===== src/rtl/can_pkg.sv =====
// Shared definitions for the CAN 2.0A frame generator.
// Contents: frame-field state enum, field widths, bus level constants and the
// CRC-15 single-bit update function used by the frame FSM.
package can_pkg;

    localparam int unsigned ID_W  = 11;
    localparam int unsigned DLC_W = 4;
    localparam int unsigned CRC_W = 15;

    localparam logic [CRC_W-1:0] CRC15_POLY = 15'h4599;

    localparam logic RECESSIVE = 1'b1;
    localparam logic DOMINANT  = 1'b0;

    // Each non-idle state names the field whose next bit goes out on the coming bit_tick.
    // StWaitTick emits SOF; StAckDel is also where the ACK slot gets sampled.
    typedef enum logic [3:0] {
        StIdle,
        StWaitTick,
        StArb,
        StCtrl,
        StData,
        StCrc,
        StCrcDel,
        StAckSlot,
        StAckDel,
        StEof,
        StIfs
    } frame_state_e;

    function automatic logic [CRC_W-1:0] crc15_next(input logic [CRC_W-1:0] crc,
                                                     input logic             bit_in);
        logic             fb;
        logic [CRC_W-1:0] sh;
        fb = bit_in ^ crc[CRC_W-1];
        sh = {crc[CRC_W-2:0], 1'b0};
        return fb ? (sh ^ CRC15_POLY) : sh;
    endfunction

endpackage


===== src/rtl/can_bit_stuffer.sv =====
// Run-length tracker for CAN bit stuffing.
// Ports:
//   clk, reset   - system clock, async active-high reset
//   clear_i      - restart run tracking (start of frame)
//   push_i       - a bit (frame or stuff) was just driven onto the bus
//   bit_i        - value of that bit
//   stall_o      - a stuff bit must be sent next; frame FSM holds its field position
//   stuff_bit_o  - value of the stuff bit to send
module can_bit_stuffer
    import can_pkg::*;
#(
    parameter int unsigned STUFF_LEN = 5
) (
    input  logic clk,
    input  logic reset,
    input  logic clear_i,
    input  logic push_i,
    input  logic bit_i,
    output logic stall_o,
    output logic stuff_bit_o
);

    localparam int unsigned      RUN_W   = $clog2(STUFF_LEN + 1);
    localparam logic [RUN_W-1:0] RUN_MAX = RUN_W'(STUFF_LEN);
    localparam logic [RUN_W-1:0] RUN_ONE = RUN_W'(1);

    logic [RUN_W-1:0] run_q, run_d;
    logic             last_q, last_d;

    always_comb begin
        run_d  = run_q;
        last_d = last_q;
        if (clear_i) begin
            run_d  = '0;
            last_d = RECESSIVE;
        end else if (push_i) begin
            // A stuff bit is always the complement, so it naturally restarts the run at 1.
            if ((run_q != '0) && (bit_i == last_q)) begin
                run_d = run_q + RUN_ONE;
            end else begin
                run_d = RUN_ONE;
            end
            last_d = bit_i;
        end
    end

    always_ff @(posedge clk or posedge reset) begin
        if (reset) begin
            run_q  <= '0;
            last_q <= RECESSIVE;
        end else begin
            run_q  <= run_d;
            last_q <= last_d;
        end
    end

    assign stall_o     = (run_q == RUN_MAX);
    assign stuff_bit_o = ~last_q;

endmodule


===== src/rtl/can_frame_gen.sv =====
// CAN 2.0A standard-frame serialiser.
// Snapshots the transmit buffer on an accepted tx_req and sends SOF, ID, RTR, control,
// data, CRC-15 (with bit stuffing), delimiters, ACK slot, EOF and intermission,
// one bit per bit_tick.
// Ports:
//   clk, reset               - system clock, async active-high reset
//   tx_buff_1..tx_buff_10    - ID[10:3]; {ID[2:0],RTR,DLC}; data bytes 0..7
//   tx_req                   - level request, only looked at in idle
//   bit_tick                 - one-clk bit boundary strobe
//   rx_bit                   - bus level, sampled at the end of the ACK slot
//   tx_bit                   - serial output, 1 = recessive
//   frame_gen_intl           - frame in flight, buffer must not reload
//   tx_done                  - pulse at end of intermission after a good ACK
//   ack_err                  - pulse when the ACK slot reads recessive
module can_frame_gen
    import can_pkg::*;
#(
    parameter int unsigned STUFF_LEN = 5,
    parameter int unsigned EOF_BITS  = 7,
    parameter int unsigned IFS_BITS  = 3
) (
    input  logic       clk,
    input  logic       reset,
    input  logic [7:0] tx_buff_1,
    input  logic [7:0] tx_buff_2,
    input  logic [7:0] tx_buff_3,
    input  logic [7:0] tx_buff_4,
    input  logic [7:0] tx_buff_5,
    input  logic [7:0] tx_buff_6,
    input  logic [7:0] tx_buff_7,
    input  logic [7:0] tx_buff_8,
    input  logic [7:0] tx_buff_9,
    input  logic [7:0] tx_buff_10,
    input  logic       tx_req,
    input  logic       bit_tick,
    input  logic       rx_bit,
    output logic       tx_bit,
    output logic       frame_gen_intl,
    output logic       tx_done,
    output logic       ack_err
);

    localparam logic [6:0] EOF_LAST = 7'(EOF_BITS - 1);
    localparam logic [6:0] IFS_END  = 7'(IFS_BITS);

    frame_state_e     state_q, state_d;
    logic [6:0]       cnt_q, cnt_d;
    logic [ID_W-1:0]  id_q, id_d;
    logic             rtr_q, rtr_d;
    logic [DLC_W-1:0] dlc_q, dlc_d;
    logic [63:0]      data_q, data_d;
    logic [CRC_W-1:0] crc_q, crc_d;
    logic             tx_bit_q, tx_bit_d;
    logic             intl_q, intl_d;
    logic             done_q, done_d;
    logic             ack_err_q, ack_err_d;

    logic             stf_clear, stf_push, stf_bit, stf_stall, stf_stuff_bit;

    logic [3:0]       n_bytes;
    logic [6:0]       data_bits;
    logic [11:0]      arb_vec;
    logic [5:0]       ctrl_vec;
    logic             field_bit;
    logic             field_last;
    frame_state_e     field_next;
    logic             stuff_zone, push_zone, crc_zone;

    can_bit_stuffer #(
        .STUFF_LEN (STUFF_LEN)
    ) u_stuffer (
        .clk         (clk),
        .reset       (reset),
        .clear_i     (stf_clear),
        .push_i      (stf_push),
        .bit_i       (stf_bit),
        .stall_o     (stf_stall),
        .stuff_bit_o (stf_stuff_bit)
    );

    // DLC 9..15 still only carries 8 bytes; remote frames carry none.
    assign n_bytes   = rtr_q ? 4'd0 : ((dlc_q > 4'd8) ? 4'd8 : dlc_q);
    assign data_bits = {n_bytes, 3'b000};

    assign stuff_zone = state_q inside {StWaitTick, StArb, StCtrl, StData, StCrc, StCrcDel};
    assign push_zone  = state_q inside {StWaitTick, StArb, StCtrl, StData, StCrc};
    assign crc_zone   = state_q inside {StWaitTick, StArb, StCtrl, StData};

    // Bit to send for the current field position, and where the field goes next.
    always_comb begin
        arb_vec    = {id_q, rtr_q};
        ctrl_vec   = {DOMINANT, DOMINANT, dlc_q};
        field_bit  = RECESSIVE;
        field_last = 1'b1;
        field_next = StIdle;
        case (state_q)
            StWaitTick: begin
                field_bit  = DOMINANT;
                field_next = StArb;
            end
            StArb: begin
                field_bit  = arb_vec[4'd11 - cnt_q[3:0]];
                field_last = (cnt_q == 7'd11);
                field_next = StCtrl;
            end
            StCtrl: begin
                field_bit  = ctrl_vec[3'd5 - cnt_q[2:0]];
                field_last = (cnt_q == 7'd5);
                field_next = (data_bits == 7'd0) ? StCrc : StData;
            end
            StData: begin
                field_bit  = data_q[6'd63 - cnt_q[5:0]];
                field_last = (cnt_q == data_bits - 7'd1);
                field_next = StCrc;
            end
            StCrc: begin
                field_bit  = crc_q[4'd14 - cnt_q[3:0]];
                field_last = (cnt_q == 7'd14);
                field_next = StCrcDel;
            end
            StCrcDel:  field_next = StAckSlot;
            StAckSlot: field_next = StAckDel;
            StAckDel:  field_next = StEof;
            StEof: begin
                field_last = (cnt_q == EOF_LAST);
                field_next = StIfs;
            end
            default:   field_next = StIdle;
        endcase
    end

    always_comb begin
        state_d   = state_q;
        cnt_d     = cnt_q;
        id_d      = id_q;
        rtr_d     = rtr_q;
        dlc_d     = dlc_q;
        data_d    = data_q;
        crc_d     = crc_q;
        tx_bit_d  = tx_bit_q;
        intl_d    = intl_q;
        done_d    = 1'b0;
        ack_err_d = 1'b0;
        stf_clear = 1'b0;
        stf_push  = 1'b0;
        stf_bit   = field_bit;

        if (state_q == StIdle) begin
            if (tx_req) begin
                id_d      = {tx_buff_1, tx_buff_2[7:5]};
                rtr_d     = tx_buff_2[4];
                dlc_d     = tx_buff_2[3:0];
                data_d    = {tx_buff_3, tx_buff_4, tx_buff_5, tx_buff_6,
                             tx_buff_7, tx_buff_8, tx_buff_9, tx_buff_10};
                crc_d     = '0;
                cnt_d     = '0;
                intl_d    = 1'b1;
                stf_clear = 1'b1;
                state_d   = StWaitTick;
            end
        end else if (bit_tick) begin
            if (stuff_zone && stf_stall) begin
                // Stuff bit: field position and CRC stand still.
                tx_bit_d = stf_stuff_bit;
                stf_push = 1'b1;
                stf_bit  = stf_stuff_bit;
            end else begin
                case (state_q)
                    StAckDel: begin
                        if (rx_bit == RECESSIVE) begin
                            ack_err_d = 1'b1;
                            tx_bit_d  = RECESSIVE;
                            intl_d    = 1'b0;
                            state_d   = StIdle;
                        end else begin
                            tx_bit_d = RECESSIVE;
                            cnt_d    = '0;
                            state_d  = field_next;
                        end
                    end
                    StIfs: begin
                        if (cnt_q == IFS_END) begin
                            done_d  = 1'b1;
                            intl_d  = 1'b0;
                            state_d = StIdle;
                        end else begin
                            tx_bit_d = RECESSIVE;
                            cnt_d    = cnt_q + 7'd1;
                        end
                    end
                    default: begin
                        tx_bit_d = field_bit;
                        cnt_d    = cnt_q + 7'd1;
                        if (crc_zone) begin
                            crc_d = crc15_next(crc_q, field_bit);
                        end
                        if (push_zone) begin
                            stf_push = 1'b1;
                        end
                        if (field_last) begin
                            cnt_d   = '0;
                            state_d = field_next;
                        end
                    end
                endcase
            end
        end
    end

    always_ff @(posedge clk or posedge reset) begin
        if (reset) begin
            state_q   <= StIdle;
            cnt_q     <= '0;
            id_q      <= '0;
            rtr_q     <= 1'b0;
            dlc_q     <= '0;
            data_q    <= '0;
            crc_q     <= '0;
            tx_bit_q  <= RECESSIVE;
            intl_q    <= 1'b0;
            done_q    <= 1'b0;
            ack_err_q <= 1'b0;
        end else begin
            state_q   <= state_d;
            cnt_q     <= cnt_d;
            id_q      <= id_d;
            rtr_q     <= rtr_d;
            dlc_q     <= dlc_d;
            data_q    <= data_d;
            crc_q     <= crc_d;
            tx_bit_q  <= tx_bit_d;
            intl_q    <= intl_d;
            done_q    <= done_d;
            ack_err_q <= ack_err_d;
        end
    end

    assign tx_bit         = tx_bit_q;
    assign frame_gen_intl = intl_q;
    assign tx_done        = done_q;
    assign ack_err        = ack_err_q;

endmodule


===== config.mk =====
export PLATFORM = sky130hd
export DESIGN_NAME = can_frame_gen
export DESIGN_NICKNAME = d
export VERILOG_FILES = /design/src/rtl/can_pkg.sv /design/src/rtl/can_bit_stuffer.sv /design/src/rtl/can_frame_gen.sv
export SDC_FILE = /design/constraint.sdc
export NUM_CORES = 1
export LEC_CHECK = 0
export CAP_MARGIN = 5
export CORE_ASPECT_RATIO = 1.4
export CORE_MARGIN = 8
export CORE_UTILIZATION = 55
export DETAILED_ROUTE_END_ITERATION = 8
export HOLD_SLACK_MARGIN = 0.08
export PLACE_DENSITY = 0.92
export SLEW_MARGIN = 20
export SYNTH_ARGS = -nofsm -noshare
export SYNTH_HDL_FRONTEND = slang
export SYNTH_SLANG_ARGS = --single-unit

===== constraint.sdc =====
create_clock -name clk -period 4.2 [get_ports clk]
set_input_delay 0.84 -clock clk [delete_from_list [all_inputs] [get_ports clk]]
set_output_delay 0.84 -clock clk [all_outputs]
set_load 0.005 [all_outputs]

==> results of run 1 <==
report_power, final:
group,internal (mW),switching [mW],leakage (nW)
clock,0.892,0.580,0.293
sequential,1.63,0.521,1.39
combinational,1.41,1.20,1.51
per-layer routing:
layer | track usage, % | routed length [um] | up-vias
li1 | - | - | 2035
met1 | 24.82 | 5779 | 2307
met2 | 38.93 | 8498 | 264
met3 | 6.703 | 1153 | 78
met4 | 13.95 | 776 | 0
met5 | 0 | 0 | -
critical path: stages, from the launching register on:
cell and delay (ps):
sky130_fd_sc_hd__dfrtp_1 840, sky130_fd_sc_hd__clkinv_1 450, sky130_fd_sc_hd__ha_1 450, sky130_fd_sc_hd__mux2i_1 210, sky130_fd_sc_hd__o21ai_0 90, sky130_fd_sc_hd__a311o_1 370, sky130_fd_sc_hd__nor3_4 410, sky130_fd_sc_hd__xnor3_1 280
sky130_fd_sc_hd__o31ai_1 240
placed cells by master (no fill, tap or decap), types with 3 or more instances in the layout:
cell	instances
sky130_fd_sc_hd__xnor2_1	5
sky130_fd_sc_hd__xnor3_1	5
sky130_fd_sc_hd__nor4_1	6
sky130_fd_sc_hd__buf_4	8
sky130_fd_sc_hd__dfrtp_1	112
sky130_fd_sc_hd__nand4_1	4
sky130_fd_sc_hd__mux4_2	24
sky130_fd_sc_hd__mux2i_1	8
sky130_fd_sc_hd__o31ai_1	11
sky130_fd_sc_hd__nand2b_1	6
sky130_fd_sc_hd__a22o_1	3
sky130_fd_sc_hd__ha_1	9
sky130_fd_sc_hd__o21ai_0	18
sky130_fd_sc_hd__a31oi_1	6
sky130_fd_sc_hd__nand2_1	45
sky130_fd_sc_hd__clkbuf_16	17
sky130_fd_sc_hd__mux2_2	82
sky130_fd_sc_hd__a21o_1	4
sky130_fd_sc_hd__a21oi_1	8
sky130_fd_sc_hd__nor3_1	7
sky130_fd_sc_hd__inv_6	6
sky130_fd_sc_hd__a211o_1	3
sky130_fd_sc_hd__inv_1	12
sky130_fd_sc_hd__nand3_1	10
sky130_fd_sc_hd__clkdlybuf4s50_1	88
sky130_fd_sc_hd__and2_1	3
sky130_fd_sc_hd__or3_1	4
sky130_fd_sc_hd__clkinv_4	3
sky130_fd_sc_hd__nor2b_1	3
sky130_fd_sc_hd__nor2_1	11
state kept, by name, indices dropped and copies added, names as in the netlist, 3 cells and up:
register / count
u_stuffer.run_q: 3
id_q: 11
dlc_q: 4
data_q: 64
crc_q: 15
cnt_q: 7
state_q: 4
Yosys cell counts, types with 3 or more instances:
cell	count	share of area, %
sky130_fd_sc_hd__nor2_1	11	0.68
sky130_fd_sc_hd__inv_1	13	0.80
sky130_fd_sc_hd__a21o_1	4	0.49
sky130_fd_sc_hd__dfrtp_1	112	46
sky130_fd_sc_hd__clkbuf_1	15	0.93
sky130_fd_sc_hd__nor2b_1	3	0.31
sky130_fd_sc_hd__xnor3_1	5	1.9
sky130_fd_sc_hd__nor4_1	6	0.62
sky130_fd_sc_hd__o21ai_0	18	1.5
sky130_fd_sc_hd__a31oi_1	6	0.62
sky130_fd_sc_hd__a22o_1	3	0.43
sky130_fd_sc_hd__buf_1	9	0.56
sky130_fd_sc_hd__nand4_1	4	0.41
sky130_fd_sc_hd__buf_2	5	0.41
sky130_fd_sc_hd__nor3_1	7	0.58
sky130_fd_sc_hd__or3_1	4	0.41
sky130_fd_sc_hd__a211o_1	3	0.43
sky130_fd_sc_hd__ha_1	9	1.9
sky130_fd_sc_hd__mux4_2	24	8.9
sky130_fd_sc_hd__a21oi_1	8	0.66
sky130_fd_sc_hd__o31ai_1	11	1.4
sky130_fd_sc_hd__mux2_2	82	15
sky130_fd_sc_hd__xnor2_1	5	0.72
sky130_fd_sc_hd__mux2i_1	8	1.3
sky130_fd_sc_hd__nand2b_1	6	0.62
sky130_fd_sc_hd__nand2_1	45	2.8
sky130_fd_sc_hd__and2_1	3	0.31
sky130_fd_sc_hd__nand3_1	11	0.91
area by class of cell:
type | instances | area [sq um]
fillers | 659 | 3133
multi-input cells | 336 | 3047
flip-flops and latches | 114 | 2855
repair buffers | 96 | 940.9
clock buffers | 17 | 425.4
well taps | 141 | 176.4
clock inverters | 15 | 173.9
inverters | 15 | 58.81
cell families after synthesis:
| logic type | share of synthesized area (%) |
|---|---|
| fa+ha+maj | 1.852 |
| compound gates | 9.694 |
| flops | 46.96 |
| mux | 25.40 |
| simple gates | 10.10 |
| xor+xnor | 2.861 |
| buf+inv | 3.128 |
how the worst min path moves through the flow:
stage	from	end	slack, ps	cells after the start
3_5_place_dp	tx_bit	tx_bit	480	2
5_1_grt	tx_bit	tx_bit	500	2
3_3_place_gp	tx_bit	tx_bit	470	2
4_1_cts	tx_bit	tx_bit	480	2
6_report	tx_bit	tx_bit	480	2
2_1_floorplan	crc_q[0]	crc_q[0]	470	2
metrics by stage:
| step | hold slack (ps) | instance area, sq um | instances | util, % |
|---|---|---|---|---|
| after floorplan | 465.1 | 6080 | 496 | - |
| after CTS | 483.6 | 7677 | 734 | 71.02 |
| after global placement | 467.9 | 7078 | 702 | 65.47 |
| after detailed placement | 475.4 | 7078 | 702 | 65.47 |
| after global routing | 499.5 | 7677 | 734 | 71.02 |
| final | 480.4 | 7677 | 734 | 71.02 |
==> impl_metrics.sql, run 1 <==
INSERT INTO impl_metrics (metric_group, metric, value, unit) VALUES
('logic_synthesis', 'netlist_instances', '496', ''),
('grt', 'pin_count_of_the_biggest_net_entering_global_routing', '85', ''),
('power', 'power.density', '812.4', 'nW/um^2'),
('finish', 'post_route_cells_drive_above_1_share', '26.48', '%'),
('finish', 'antenna-diode-count', '0', ''),
('grt', 'globalRoute.totalOverflow', '0', ''),
('critical_path', 'worst-r2r-cell-count', '8', ''),
('placement', 'detailedPlacementHpwl', '10.69', 'mm'),
('cts', 'postCtsSetupRepairBufs', '0', ''),
('logic_synthesis', 'synth.yosys.warnings', '0', ''),
('floorplanning', 'boundary_pin_count', '89', ''),
('floorplanning', 'die_y', '140.4', 'um'),
('logic_synthesis', 'post_synthesis_instance_area', '6080', 'sq um'),
('critical_path', 'timing.setup.critical_path_class', 'register to register', ''),
('routing', 'wl_per_cell', '22.08', 'um'),
('critical_path', 'crit_path_start', 'cnt_q[2]', ''),
('cts', 'cts.repair.resized', '0', ''),
('placement', 'dp_worst_setup_slack', '795.5', 'ps'),
('timing', 'worst_slack', '714.7', 'ps'),
('grt', 'grt_util_all_layers', '22.99', '%'),
('cts', 'ctsHoldBuffers', '0', ''),
('power', 'peakVddDrop', '0.5172', 'mV'),
('critical_path', 'worstSetupEndpoint', 'crc_q[10]', ''),
('cts', 'cts.reportedPaths.clkPinSlew', '60', 'ps'),
('timing', 'fmax', '286.9', 'MHz'),
('timing', 'setup_total_negative_slack', '0', 'ps'),
('cts', 'numClockSinks', '114', ''),
('finish', 'area_growth_syn_to_layout', '26.28', '%'),
('routing', 'drt_wl_total', '16.21', 'mm'),
('timing', 'hold_viol_final', '0', ''),
('floorplanning', 'die_x', '104.9', 'um'),
('critical_path', 'timing.critical_path.from_type', 'register', ''),
('critical_path', 'reg2reg_setup_slack', '710', 'ps'),
('logic_synthesis', 'synth_enable_flop_cells', '0', ''),
('timing', 'maxSlewHeadroom', '30.69', '%'),
('timing', 'rsz0062_at_grt', 'false', ''),
('cts', 'cts_tree', 'yes', ''),
('logic_synthesis', 'syn_area_per_cell', '12.26', 'sq um'),
('finish', 'nets_final', '674', ''),
('timing', 'timing.final.max_slew_violations', '0', ''),
('critical_path', 'startpoint_of_the_most_critical_register_to_register_path', 'cnt_q[2]', ''),
('power', 'cell_leakage_power', '3.190', 'nW'),
('logic_synthesis', 'synth-seq-area-share', '46.96', '%'),
('timing', 'setup_violations', '0', ''),
('grt', 'number_of_antenna_violations_at_the_first_check_in_global_routing', '0', ''),
('routing', 'dr.pass1.iters', '5', ''),
('logic_synthesis', 'synth.ff_latch_count', '114', ''),
('run', 'maxCapViolations', '0', ''),
('cts', 'clk_latency', '420', 'ps'),
('timing', 'finalCriticalPeriod', '3485', 'ps'),
('floorplanning', 'floorplan.initialDensity', '56.24', '%'),
('cts', 'tritoncts.num_buffers', '17', ''),
('timing', 'tightest_slew', '1040', 'ps'),
('timing', 'fin_crit_sh', '82.98', '%'),
('floorplanning', 'core-area', '10810', 'sq um'),
('placement', 'gpl.final_weighted_congestion', '0.8963', ''),
('critical_path', 'timing.critical_path.to_type', 'register', ''),
('routing', 'route.vias.total', '4684', ''),
('logic_synthesis', 'async_flop_share', '100.0', '%'),
('floorplanning', 'cell_rows', '45', ''),
('grt', 'wire_length_of_the_first_global_routing_pass', '26.66', 'mm'),
('timing', 'finClkSkew', '7.631', 'ps'),
('critical_path', 'cp_data_arrival_time', '3790', 'ps'),
('placement', 'numPortBuffers', '88', ''),
('logic_synthesis', 'yosys_most_used_dff', 'sky130_fd_sc_hd__dfrtp_1', ''),
('worst_hold_path', 'timing.hold.worst.class', 'register to register', ''),
('critical_path', 'worstPathRequired', '4500', 'ps'),
('critical_path', 'critPathMaxFanout', '18', ''),
('cts', 'clock_tree.buffer_depth', '2', ''),
('routing', 'drc', '0', ''),
('routing', 'drtIter0Drc', '375', ''),
('cts', 'ctsHtreeMaxLevel', '4', ''),
('power', 'finalPower', '6.237', 'mW'),
('outcome', 'status', 'finished clean', ''),
('routing', 'route.antenna.remaining_nets', '0', ''),
('floorplanning', 'die_area', '14720', 'sq um'),
('logic_synthesis', 'netlist-cell-type-count', '63', ''),
('critical_path', 'regToRegEndpoint', 'crc_q[10]', ''),
('routing', 'via_per_inst', '6.381', ''),
('logic_synthesis', 'number_of_nets_in_the_synthesized_netlist', '590', ''),
('grt', 'grt_pass1_vias', '5020', ''),
('cts', 'cts_root_buf', 'sky130_fd_sc_hd__clkbuf_16', '');
(Power assumes the default switching activity.)
==> inputs of run 2 (changes only) <==
==> constraint.sdc (replaced) <==
create_clock -name clk -period 3.55 [get_ports clk]
set_input_delay 0.71 -clock clk [delete_from_list [all_inputs] [get_ports clk]]
set_output_delay 0.71 -clock clk [all_outputs]
set_load 0.005 [all_outputs]
==> impl_metrics.sql, run 2 (synthesis results as in run 1) <==
INSERT INTO impl_metrics (metric_group, metric, value, unit) VALUES
('critical_path', 'worstSetupEndpoint', 'crc_q[7]', ''),
('cts', 'clk_latency', '430', 'ps'),
('placement', 'dp_worst_setup_slack', '251.4', 'ps'),
('timing', 'setup_total_negative_slack', '0', 'ps'),
('grt', 'globalRoute.totalOverflow', '0', ''),
('finish', 'largest_reg_flops', '64', ''),
('placement', 'numPortBuffers', '88', ''),
('cts', 'cts.repair.resized', '0', ''),
('cts', 'ctsHtreeMaxLevel', '4', ''),
('placement', 'gpl.final_weighted_congestion', '0.8937', ''),
('finish', 'area.sequential', '2855', 'sq um'),
('finish', 'layout.cells.most_common_list', '112 x sky130_fd_sc_hd__dfrtp_1, 88 x sky130_fd_sc_hd__clkdlybuf4s50_1, 82 x sky130_fd_sc_hd__mux2_2', ''),
('power', 'peakVddDrop', '0.5559', 'mV'),
('critical_path', 'regToRegEndpoint', 'crc_q[7]', ''),
('cts', 'ctsHoldBuffers', '0', ''),
('placement', 'dpl_cell_area', '7167', 'sq um'),
('critical_path', 'critPathTopFamily', 'simple AND/OR/NAND/NOR gates', ''),
('cts', 'tritoncts.num_buffers', '17', ''),
('critical_path', 'timing.critical_path.cells', 'ha_1 -> mux4_2 -> and2_0 -> or4_1 -> a311o_1 -> nor3_4 -> xnor3_1 -> o31ai_1', ''),
('floorplanning', 'floorplan.initialDensity', '56.24', '%'),
('grt', 'pin_count_of_the_biggest_net_entering_global_routing', '85', ''),
('cts', 'cts_root_buf', 'sky130_fd_sc_hd__clkbuf_16', ''),
('finish', 'multi_input_comb_area', '3047', 'sq um'),
('finish', 'nets_final', '684', ''),
('critical_path', 'timing.critical_path.to_type', 'register', ''),
('outcome', 'status', 'finished clean', ''),
('finish', 'most_common_cell_after_layout_fill_and_taps_aside', 'sky130_fd_sc_hd__dfrtp_1', ''),
('power', 'power.density', '973.5', 'nW/um^2'),
('critical_path', 'worst-r2r-cell-count', '8', ''),
('routing', 'drc', '0', ''),
('timing', 'tightest_slew', '1057', 'ps'),
('power', 'cell_leakage_power', '3.245', 'nW'),
('cts', 'postCtsSetupRepairBufs', '0', ''),
('grt', 'wire_length_of_the_first_global_routing_pass', '27.14', 'mm'),
('critical_path', 'startpoint_of_the_most_critical_register_to_register_path', 'cnt_q[0]', ''),
('routing', 'route.antenna.remaining_nets', '0', ''),
('critical_path', 'critical_path_buf_inv_count', '0', ''),
('placement', 'detailedPlacementHpwl', '10.95', 'mm'),
('cts', 'clock_tree.buffer_depth', '2', ''),
('timing', 'hold_viol_final', '0', ''),
('finish', 'post_route_standard_cell_area_excluding_fillers', '7777', 'sq um'),
('cts', 'cts_tree', 'yes', ''),
('critical_path', 'crit_cells', '8', ''),
('critical_path', 'timing.critical_path.from_type', 'register', ''),
('floorplanning', 'core-area', '10810', 'sq um'),
('critical_path', 'reg2reg_setup_slack', '110', 'ps'),
('timing', 'timing.final.max_slew_violations', '0', ''),
('timing', 'fmax', '290.4', 'MHz'),
('finish', 'area_growth_syn_to_layout', '27.93', '%'),
('floorplanning', 'boundary_pin_count', '89', ''),
('grt', 'grt_util_all_layers', '23.41', '%'),
('critical_path', 'worstPathRequired', '3860', 'ps'),
('cts', 'cts.reportedPaths.clkPinSlew', '60', 'ps'),
('cts', 'numClockSinks', '114', ''),
('critical_path', 'critical_path.max_stage_delay', '460', 'ps'),
('run', 'maxCapViolations', '0', ''),
('finish', 'antenna-diode-count', '0', ''),
('finish', 'post_route_cells_drive_above_1_share', '27.69', '%'),
('grt', 'grt_pass1_vias', '5153', ''),
('floorplanning', 'die_x', '104.9', 'um'),
('routing', 'dr.pass1.iters', '6', ''),
('floorplanning', 'die_y', '140.4', 'um'),
('floorplanning', 'die_area', '14720', 'sq um'),
('floorplanning', 'cell_rows', '45', ''),
('timing', 'finalCriticalPeriod', '3444', 'ps'),
('timing', 'setup_violations', '0', ''),
('critical_path', 'critPathSlowestCell', 'sky130_fd_sc_hd__ha_1', ''),
('routing', 'via_per_inst', '6.515', ''),
('finish', 'reg.largest.list', 'data_q x64, crc_q x15, id_q x11', ''),
('critical_path', 'critPathMaxFanout', '9', ''),
('timing', 'finClkSkew', '9.363', 'ps'),
('finish', 'largest_register', 'data_q', ''),
('routing', 'drtIter0Drc', '501', ''),
('routing', 'route.vias.total', '4847', ''),
('finish', 'layout.filler_cells', '620', ''),
('worst_hold_path', 'timing.hold.worst.class', 'register to register', ''),
('routing', 'drt_wl_total', '16.80', 'mm'),
('timing', 'maxSlewHeadroom', '29.50', '%'),
('grt', 'number_of_antenna_violations_at_the_first_check_in_global_routing', '0', ''),
('timing', 'worst_slack', '106.3', 'ps'),
('routing', 'wl_per_cell', '22.58', 'um'),
('critical_path', 'cp_data_arrival_time', '3750', 'ps'),
('power', 'finalPower', '7.572', 'mW'),
('critical_path', 'timing.setup.critical_path_class', 'register to register', ''),
('critical_path', 'crit_path_start', 'cnt_q[0]', ''),
('timing', 'fin_crit_sh', '97.01', '%'),
('timing', 'rsz0062_at_grt', 'false', '');
run 2: cell count changes in the layout (fill, tap and decap cells not counted), sizes merged:
cell | before | now
inv | 21 | 23
clkinvlp | 1 | 2
buf | 8 | 18
clkinv | 6 | 3
run 2: through the flow:
stage / std cells / hold WS (ps) / utilization (%)
floorplan: 496 / 465.1 / -
global placement: 712 / 470.2 / 66.30
detailed placement: 712 / 493.7 / 66.30
CTS: 744 / 502.0 / 71.94
global route: 744 / 507.4 / 71.94
finish: 744 / 493.7 / 71.94
run 2: worst min-delay path, stage by stage, from the launching register on:
cell and delay [ps]:
sky130_fd_sc_hd__dfstp_2 370, sky130_fd_sc_hd__nand2_1 40, sky130_fd_sc_hd__o21ai_0 80
run 2: worst min path at each step:
stage | startpoint | endpoint | slack, ps | cells past startpoint
after floorplan | crc_q[0] | crc_q[0] | 470 | 2
after global placement | tx_bit | tx_bit | 470 | 2
after detailed placement | tx_bit | tx_bit | 490 | 2
after CTS | tx_bit | tx_bit | 500 | 2
after global routing | tx_bit | tx_bit | 510 | 2
final | tx_bit | tx_bit | 490 | 2
run 2: layer usage:
layer	up-vias	GRT usage [%]	routed length, um
met5	-	0	0
met2	331	40.57	8669
met3	93	7.025	1405
met1	2375	25.13	5961
met4	0	12.22	760
li1	2048	-	-
run 2: where the power goes:
group | internal, mW | switching, mW | total, mW
clock network | 1.07 | 0.706 | 1.78
logic | 1.74 | 1.56 | 3.30
registers | 1.93 | 0.564 | 2.50
total | 4.74 | 2.83 | 7.57
run 2: cell type report:
class                           count  share of cell area, %
Clock buffer                       17                  5.470
Clock inverter                     15                  2.381
Inverter                           15                 0.7722
Timing Repair Buffer              106                  13.22
Sequential cell                   114                  36.71
Multi-Input combinational cell    336                  39.17
Tap cell                          141                  2.268
